**src/rtl/array_rw_sched.sv**
```systemverilog
// rtl/array_rw_sched.sv - shares one RW port of a masked-write SRAM between a write and a read requester.
// Read data goes into a credit-limited response FIFO. Define ARRAY_SCHED_INIT_EN to zero-fill the array after reset.
module array_rw_sched #(
  parameter int ADDR_W     = 9,
  parameter int LANE_W     = 10,
  parameter int LANES      = 8,
  parameter int RESP_DEPTH = 2,
  localparam int DATA_W    = LANES * LANE_W
) (
  input  logic              clock,
  input  logic              reset_n,
  input  logic              wr_valid,
  output logic              wr_ready,
  input  logic [ADDR_W-1:0] wr_addr,
  input  logic [LANES-1:0]  wr_mask,
  input  logic [DATA_W-1:0] wr_data,
  input  logic              rd_valid,
  output logic              rd_ready,
  input  logic [ADDR_W-1:0] rd_addr,
  output logic              resp_valid,
  input  logic              resp_ready,
  output logic [DATA_W-1:0] resp_data,
  output logic              init_done,
  output logic              arr_en,
  output logic              arr_wmode,
  output logic [ADDR_W-1:0] arr_addr,
  output logic [LANES-1:0]  arr_wmask,
  output logic [DATA_W-1:0] arr_wdata,
  input  logic [DATA_W-1:0] arr_rdata
);

  localparam int PTR_W = (RESP_DEPTH > 1) ? $clog2(RESP_DEPTH) : 1;
  localparam int CNT_W = $clog2(RESP_DEPTH + 2);

  logic              sweep;
  logic [ADDR_W-1:0] sweep_addr;

`ifdef ARRAY_SCHED_INIT_EN
  typedef enum logic {ST_INIT, ST_RUN} state_t;
  state_t            state_q, state_d;
  logic [ADDR_W-1:0] init_addr_q, init_addr_d;

  always_ff @(posedge clock or negedge reset_n) begin
    if (!reset_n) begin
      state_q     <= ST_INIT;
      init_addr_q <= '0;
    end else begin
      state_q     <= state_d;
      init_addr_q <= init_addr_d;
    end
  end

  always_comb begin
    state_d     = state_q;
    init_addr_d = init_addr_q;
    if (state_q == ST_INIT) begin
      init_addr_d = init_addr_q + 1'b1;
      if (&init_addr_q) state_d = ST_RUN;
    end
  end

  assign init_done  = (state_q == ST_RUN);
  // Gated by reset_n so the macro port stays idle while reset is held.
  assign sweep      = (state_q == ST_INIT) && reset_n;
  assign sweep_addr = init_addr_q;
`else
  logic run_q;

  always_ff @(posedge clock or negedge reset_n) begin
    if (!reset_n) run_q <= 1'b0;
    else          run_q <= 1'b1;
  end

  assign init_done  = run_q;
  assign sweep      = 1'b0;
  assign sweep_addr = '0;
`endif

  logic              prio_wr_q;
  logic              rd_inflight_q;
  logic [PTR_W-1:0]  wptr_q, rptr_q;
  logic [CNT_W-1:0]  count_q;
  logic [CNT_W-1:0]  credits;
  logic [DATA_W-1:0] fifo_mem [RESP_DEPTH];
  logic              wr_elig, rd_elig, grant_wr, grant_rd;
  logic              push, pop, fifo_full;

  // Credits only use registered state, so resp_ready never reaches rd_ready combinationally.
  assign credits   = CNT_W'(rd_inflight_q) + count_q;
  assign wr_elig   = wr_valid && init_done;
  assign rd_elig   = rd_valid && init_done && (credits < CNT_W'(RESP_DEPTH));
  assign grant_wr  = wr_elig && (!rd_elig || prio_wr_q);
  assign grant_rd  = rd_elig && (!wr_elig || !prio_wr_q);
  assign wr_ready  = grant_wr;
  assign rd_ready  = grant_rd;

  assign push      = rd_inflight_q;
  assign pop       = resp_valid && resp_ready;
  assign fifo_full = (count_q == CNT_W'(RESP_DEPTH));
  assign resp_valid = (count_q != '0);
  assign resp_data  = fifo_mem[rptr_q];

  always_ff @(posedge clock or negedge reset_n) begin
    if (!reset_n) begin
      prio_wr_q     <= 1'b1;
      rd_inflight_q <= 1'b0;
      wptr_q        <= '0;
      rptr_q        <= '0;
      count_q       <= '0;
    end else begin
      if (wr_elig && rd_elig) prio_wr_q <= !prio_wr_q;
      rd_inflight_q <= grant_rd;
      if (push) wptr_q <= (wptr_q == PTR_W'(RESP_DEPTH - 1)) ? '0 : wptr_q + 1'b1;
      if (pop)  rptr_q <= (rptr_q == PTR_W'(RESP_DEPTH - 1)) ? '0 : rptr_q + 1'b1;
      case ({push, pop})
        2'b10:   count_q <= count_q + 1'b1;
        2'b01:   count_q <= count_q - 1'b1;
        default: count_q <= count_q;
      endcase
    end
  end

  // FIFO storage needs no reset; the occupancy count defines what is valid.
  always_ff @(posedge clock) begin
    if (push) fifo_mem[wptr_q] <= arr_rdata;
  end

  always_comb begin
    arr_en    = 1'b0;
    arr_wmode = 1'b0;
    arr_addr  = '0;
    arr_wmask = '0;
    arr_wdata = '0;
    if (sweep) begin
      arr_en    = 1'b1;
      arr_wmode = 1'b1;
      arr_addr  = sweep_addr;
      arr_wmask = '1;
    end else if (grant_wr) begin
      arr_en    = 1'b1;
      arr_wmode = 1'b1;
      arr_addr  = wr_addr;
      arr_wmask = wr_mask;
      arr_wdata = wr_data;
    end else if (grant_rd) begin
      arr_en    = 1'b1;
      arr_addr  = rd_addr;
    end
  end

  resp_no_overflow: assert property (@(posedge clock) disable iff (!reset_n)
    !(push && fifo_full && !pop));

endmodule

```
**config.mk**
```make
export PLATFORM = sky130hd
export DESIGN_NAME = array_rw_sched
export DESIGN_NICKNAME = d
export VERILOG_FILES = /design/src/rtl/array_rw_sched.sv
export SDC_FILE = /design/constraint.sdc
export NUM_CORES = 1
export LEC_CHECK = 0
export CAP_MARGIN = 20
export CORE_AREA = 2 2 147 149
export DETAILED_ROUTE_END_ITERATION = 8
export DIE_AREA = 0 0 149 151
export DONT_BUFFER_PORTS = 1
export GPL_ROUTABILITY_DRIVEN = 0
export GPL_TIMING_DRIVEN = 0
export PLACE_DENSITY = 0.47
export RECOVER_POWER = 100
export SLEW_MARGIN = 20
export SYNTH_ARGS = -nofsm -noshare
export SYNTH_HDL_FRONTEND = slang
export SYNTH_SLANG_ARGS = --single-unit
```
**constraint.sdc**
```tcl
create_clock -name clock -period 7.7 [get_ports clock]
set_input_delay 0.77 -clock clock [delete_from_list [all_inputs] [get_ports clock]]
set_output_delay 0.77 -clock clock [all_outputs]
set_load 0.05 [all_outputs]
```
==> flow_summary_export.csv, run 1 <==
group,metric,value,unit
clock_network,h-tree-depth,4,
run_status,status,"complete, but fails checks",
clock_network,clkTransAtPathRegs,70,ps
timing,min_period,4863,ps
timing,setup_ws,2837,ps
detailed_routing,first_pass_iters,6,
detailed_routing,drc,0,
detailed_routing,totalWireLength,21.78,mm
synthesis,synth-compound-area-share,1.455,%
die,fp.dieW,149,um
detailed_routing,wire_per_inst,29.31,um
setup_path,path_cells,"and2_0 > clkbuf_1",
synthesis,syn_area_per_cell,16.70,um^2
finish,finalNetCount,628,
synthesis,synth.area.mux_share,13.09,%
placed_design,pre_cts_slack,4649,ps
pwr,p_comb_share,37.3,%
synthesis,syn_inst,412,
clock_network,cts_resized,0,
timing,relSlewSlack,-86.99,%
timing,tightestPinTransition,2805,ps
global_route,overflow,0,
die,die_h,151,um
synthesis,synth_edf_count,160,
synthesis,synthTopCellsByCount,"edfxtp_1 (160), and2_1 (91), mux2_2 (80)",
clock_network,numCtsBuffers,17,
global_route,antenna_found_initial,26,
synthesis,synth_nets,604,
timing,max_freq,205.6,MHz
synthesis,postSynth.asyncResetShare,4.192,%
pwr,p_per_area,399.1,mW/mm^2
flow_run,drv_cap,2,
die,start_util,33.04,%
timing,post-route-period-util,63.15,%
finish,fin_util,37.64,%
synthesis,synthSimpleGateAreaFrac,10.15,%
run_status,violations,"max-capacitance violations, max-slew violations",
global_route,grt_start_max_net_pins,51,
timing,finalMaxSlewViolations,83,
setup_path,critPathMaxFanout,50,
detailed_routing,final_antenna_net_count,0,
global_route,grt_usage,18.33,%
clock_network,clock_latency,420,ps
synthesis,synth_most_common_cell,"edfxtp_1",
synthesis,netlist_top_cells_area,"edfxtp_1 (70%), mux2_2 (13%), and2_1 (8.3%), dfrtp_1 (2.2%), nand2_1 (1.1%)",
placed_design,io_buffers,0,
synthesis,synth-seq-cells,167,
clock_network,cts_buffer_depth,2,
setup_path,end_kind,"flip-flop",
clock_network,cts.sinks,167,
timing,tns,0,ps
synthesis,synthAdderAreaFrac,0.1819,%
die,coreArea,0.02082,mm^2
synthesis,ys.warnings.count,0,
setup_path,r2r_slack,2840,ps
synthesis,synthFlopType,"edfxtp_1",
synthesis,syn_area,0.006880,mm^2
global_route,grt_pass1_vias,3650,
die,die_area,0.02250,mm^2
pwr,p_clk_share,26.2,%
setup_path,max_stage_delay,2090,ps
clock_network,cts_root_buffer,"clkbuf_16",
timing,finalClockSkew,10.06,ps
setup_path,cp_slowest_cell,"clkbuf_1",
synthesis,ys_types,25,
timing,rsz0062_at_grt,"false",
synthesis,synth_xor_area_share,0.7638,%
synthesis,yosysTopAreaCell,"edfxtp_1",
finish,synthToLayoutAreaGrowth,13.91,%
synthesis,seq_area_frac_synth,72.39,%
die,ioPinCount,374,
setup_path,cpLargestDelayFamily,"buffers and inverters",
detailed_routing,drt_iter0_markers,217,
clock_network,cts_hold_buffers,0,
synthesis,synth_top_family_by_area,"multiplexers",
pwr,p_sw,1.390,mW
timing,setup_violations,0,
detailed_routing,viasPerCell,4.953,
detailed_routing,vias,3680,
setup_path,cp_num_buf_inv,1,
setup_path,worstPathArrival,4830,ps
clock_network,postCtsSetupRepairBufs,0,
pwr,p_int,1.738,mW
pwr,p_seq_share,36.5,%
setup_path,critPathKind,"flip-flop to flip-flop",
setup_path,start_kind,"flip-flop",
placed_design,post-dp-hpwl,17.39,mm
clock_network,cts_tree,"done",
pwr,p_sw_share,44.44,%
synthesis,netlist.area_leader.share,69.83,%
timing,hold_violations,0,
setup_path,required,7670,ps
global_route,grt_pass1_wl,27.63,mm
pwr,p_leak,2.504,nW
pwr,irDropWorstVdd,0.0001707,V
die,rows,53,
finish,drive_gt1_share,11.36,%
min_path,hold_class,"input pin to async pin",
## sequential cells by signal, indices dropped and copies added (netlist names)
| register | count |
|---|---|
| init_done | 1 |
| fifo_mem | 160 |
| rptr_q | 1 |
| prio_wr_q | 1 |
| push | 1 |
| wptr_q | 1 |
| count_q | 2 |
## routing by layer
| metal | GRT usage (%) | vias up | part of all wire, % |
|---|---|---|---|
| li1 | - | 1577 | - |
| met1 | 20.96 | 1809 | 34 |
| met2 | 29.47 | 265 | 49 |
| met3 | 10.21 | 23 | 15 |
| met4 | 5.571 | 6 | 1.2 |
| met5 | 0 | - | 0.13 |
## power by group through the flow
stage	clock, mW	sequential, mW	combinational [mW]
floorplan	0	1.16	1.10
global placement	0	1.17	1.24
detailed placement	0	1.16	1.26
CTS	0.841	1.14	1.27
global route	0.876	1.15	1.21
finish	0.818	1.14	1.17
## logic make-up (layout without fill, tap and decap cells)
group	count (synthesis)	in the layout
AOI/OAI and AO/OA	12	12
adders and majority gates	1	1
buffers and inverters	25	62
DFF	167	167
and+or+nand+nor	120	120
xor gates and xnor gates	6	6
muxes	80	80
other	1	20
## worst paths after layout
| path | cells after the start | to | from |
|---|---|---|---|
| max in group asynchronous | 0 | prio_wr_q | reset_n |
| worst min-delay path | 0 | count_q[1] | reset_n |
| worst max register to register | 2 | fifo_mem[1][28] | push |
| worst max-delay path | 2 | fifo_mem[1][28] | push |
| worst min register to register | 1 | wptr_q | wptr_q |
| min in group clock | 0 | fifo_mem[1][73] | arr_rdata[73] |
## cells in the final DEF (no fill, tap or decap), drive strengths merged, types with 6 or more instances in the layout
master | netlist | routed
clkbuf | 10 | 41
dfrtp | 6 | 6
mux2 | 80 | 80
and2 | 91 | 91
diode | 0 | 19
o22ai | 9 | 9
edfxtp | 160 | 160
inv | 3 | 13
nand2 | 20 | 20
## metrics by stage
stage | instance area (um^2) | std cells | total power [mW] | hold slack (ps)
detailed placement | 7372 | 692 | 2.421 | 474.8
global placement | 7224 | 687 | 2.409 | 468.8
CTS | 7949 | 724 | 3.246 | 11.23
floorplan | 6880 | 412 | 2.261 | 453.5
finish | 7838 | 743 | 3.128 | 35.21
global route | 7795 | 726 | 3.240 | 7.653
## layout make-up
type                       count  area [um^2]
inverter                       3        11.26
sequential                   167         4981
tap                          275        344.1
antenna                       19        47.55
fill                        1960        12990
timing repair buffer           5        18.77
clock buffer                  17        425.4
buffer                        22        108.9
multi-input combinational    220         1749
clock inverter                15        151.4
No activity file was read; power rests on OpenSTA's default activity.
==> run 2: changes to the inputs <==
--- a/config.mk
+++ b/config.mk
@@ -12,7 +12,7 @@
 export DONT_BUFFER_PORTS = 1
 export GPL_ROUTABILITY_DRIVEN = 0
 export GPL_TIMING_DRIVEN = 0
-export PLACE_DENSITY = 0.47
+export PLACE_DENSITY = 0.48
 export RECOVER_POWER = 100
 export SLEW_MARGIN = 20
 export SYNTH_ARGS = -nofsm -noshare
==> constraint.sdc (replaced) <==
create_clock -name clock -period 4.2 [get_ports clock]
set_input_delay 0.42 -clock clock [delete_from_list [all_inputs] [get_ports clock]]
set_output_delay 0.42 -clock clock [all_outputs]
set_load 0.05 [all_outputs]
==> flow_summary_export.csv, run 2 (synthesized netlist as in run 1, its figures left out) <==
group,metric,value,unit
detailed_routing,viasPerCell,5.082,
clock_network,cts.sinks,167,
timing,finalClockSkew,16.81,ps
pwr,p_seq_share,35.7,%
finish,finalNetCount,629,
global_route,grt_pass1_wl,31.54,mm
finish,multi_input_area,0.001768,mm^2
run_status,status,"complete, but fails checks",
setup_path,worstPathArrival,3140,ps
clock_network,cts_tree,"done",
clock_network,cts_resized,0,
finish,synthToLayoutAreaGrowth,15.82,%
timing,relSlewSlack,-68.40,%
clock_network,clock_latency,420,ps
pwr,p_clk_share,26.8,%
global_route,antenna_found_initial,39,
clock_network,clkTransAtPathRegs,80,ps
die,die_h,151,um
pwr,p_per_area,735.0,mW/mm^2
detailed_routing,totalWireLength,25.17,mm
timing,setup_violations,0,
pwr,p_sw,2.597,mW
setup_path,max_stage_delay,730,ps
timing,whs,78.29,ps
clock_network,numCtsBuffers,17,
timing,rsz0062_at_grt,"false",
detailed_routing,final_antenna_net_count,0,
pwr,irDropWorstVdd,0.0002947,V
placed_design,placed_cell_area,0.007357,mm^2
die,ioPinCount,374,
placed_design,post-dp-hpwl,20.72,mm
setup_path,start_kind,"flip-flop",
setup_path,critPathKind,"flip-flop to output pin",
die,start_util,33.04,%
clock_network,cts_buffer_depth,2,
clock_network,postCtsSetupRepairBufs,0,
die,fp.dieW,149,um
global_route,overflow,0,
setup_path,required,3780,ps
setup_path,cp_num_buf_inv,1,
die,rows,53,
die,die_area,0.02250,mm^2
finish,regMostFlops,"fifo_mem",
timing,finalMaxSlewViolations,31,
global_route,grt_pass1_vias,3689,
detailed_routing,vias,3786,
finish,drive_gt1_share,11.78,%
pwr,p_leak,2.555,nW
finish,finalInstanceArea,0.007969,mm^2
setup_path,cp_slowest_cell,"dfrtp_1",
detailed_routing,wire_per_inst,33.78,um
setup_path,path_cells,"nand2_1 > a41oi_4 > clkbuf_1 > and2_0",
finish,largest_reg_flops,160,
finish,seqCellArea,0.004981,mm^2
placed_design,io_buffers,0,
finish,final_common_cell,"edfxtp_1",
timing,hold_violations,0,
timing,post-route-period-util,84.88,%
die,coreArea,0.02082,mm^2
setup_path,critPathMaxFanout,11,
run_status,violations,"max-capacitance violations, max-slew violations",
global_route,grt_usage,21.59,%
min_path,hold_class,"input pin to flip-flop",
pwr,p_comb_share,37.5,%
finish,n_fill_cell,1977,
clock_network,cts_root_buffer,"clkbuf_16",
clock_network,cts_hold_buffers,1,
timing,max_freq,280.5,MHz
timing,min_period,3565,ps
flow_run,drv_cap,2,
detailed_routing,drc,0,
setup_path,end_kind,"output pin",
detailed_routing,drt_iter0_markers,209,
setup_path,cpLargestDelayFamily,"simple AND/OR/NAND/NOR gates",
pwr,p_sw_share,44.33,%
clock_network,h-tree-depth,4,
timing,tightestPinTransition,2525,ps
finish,final_cell_mix,"edfxtp_1 (160), and2_0 (91), mux2_1 (73)",
detailed_routing,first_pass_iters,4,
pwr,p_int,3.261,mW
global_route,grt_start_max_net_pins,51,
finish,top_regs,"fifo_mem (160), count_q (2)",
==> run 2: cell types whose count changed in the layout (fill, tap and decap cells not counted), moves of 2 or more <==
| cell | before | now |
|---|---|---|
| buf_16 | 0 | 3 |
| clkbuf_1 | 18 | 15 |
| inv_8 | 7 | 4 |
| clkinv_8 | 1 | 3 |
==> run 2: final cells by class <==
| class | count | area share (%) |
|---|---|---|
| inverter | 3 | 0.1413 |
| clock buffer | 17 | 5.338 |
| sequential | 167 | 62.51 |
| antenna | 20 | 0.6280 |
| tap | 275 | 4.318 |
| clock inverter | 15 | 2.261 |
| buffer | 22 | 1.366 |
| timing repair buffer | 6 | 1.256 |
| multi-input combinational | 220 | 22.19 |
==> run 2: final timing paths <==
kind / from / end / cells after the start / slack [ps]
min: arr_rdata[57] / fifo_mem[1][57] / 0 / 80
max reg2reg: push / fifo_mem[1][35] / 2 / 1190
min reg2reg: wptr_q / wptr_q / 1 / 480
max: init_done / arr_wdata[71] / 4 / 640
min in group asynchronous: reset_n / push / 1 / 330
max in group asynchronous: reset_n / prio_wr_q / 1 / 3570
==> run 2: through the flow <==
step | utilization [%] | total power, mW | setup WS [ps] | TNS (ps) | cells
after floorplan | - | 4.142 | 1190 | 0 | 412
after global placement | 34.71 | 4.423 | -204.9 | -15820 | 687
after detailed placement | 35.33 | 4.454 | 1539 | 0 | 692
after CTS | 38.29 | 6.030 | 1067 | 0 | 725
after global routing | 38.07 | 6.058 | 511.9 | 0 | 728
final | 38.27 | 5.857 | 635.0 | 0 | 745
==> run 2: power groups by stage <==
stage | clock [mW] | combinational [mW] | sequential, mW
floorplan | 0 | 2.02 | 2.12
global placement | 0 | 2.28 | 2.14
detailed placement | 0 | 2.33 | 2.12
CTS | 1.60 | 2.34 | 2.09
global route | 1.67 | 2.28 | 2.11
finish | 1.57 | 2.20 | 2.09
==> run 2: per-layer routing <==
| metal | wire length (um) | track usage (%) |
|---|---|---|
| met3 | 3580 | 10.09 |
| met1 | 9179 | 26.26 |
| met5 | 46 | 0 |
| met2 | 11630 | 33.87 |
| met4 | 731 | 7.524 |
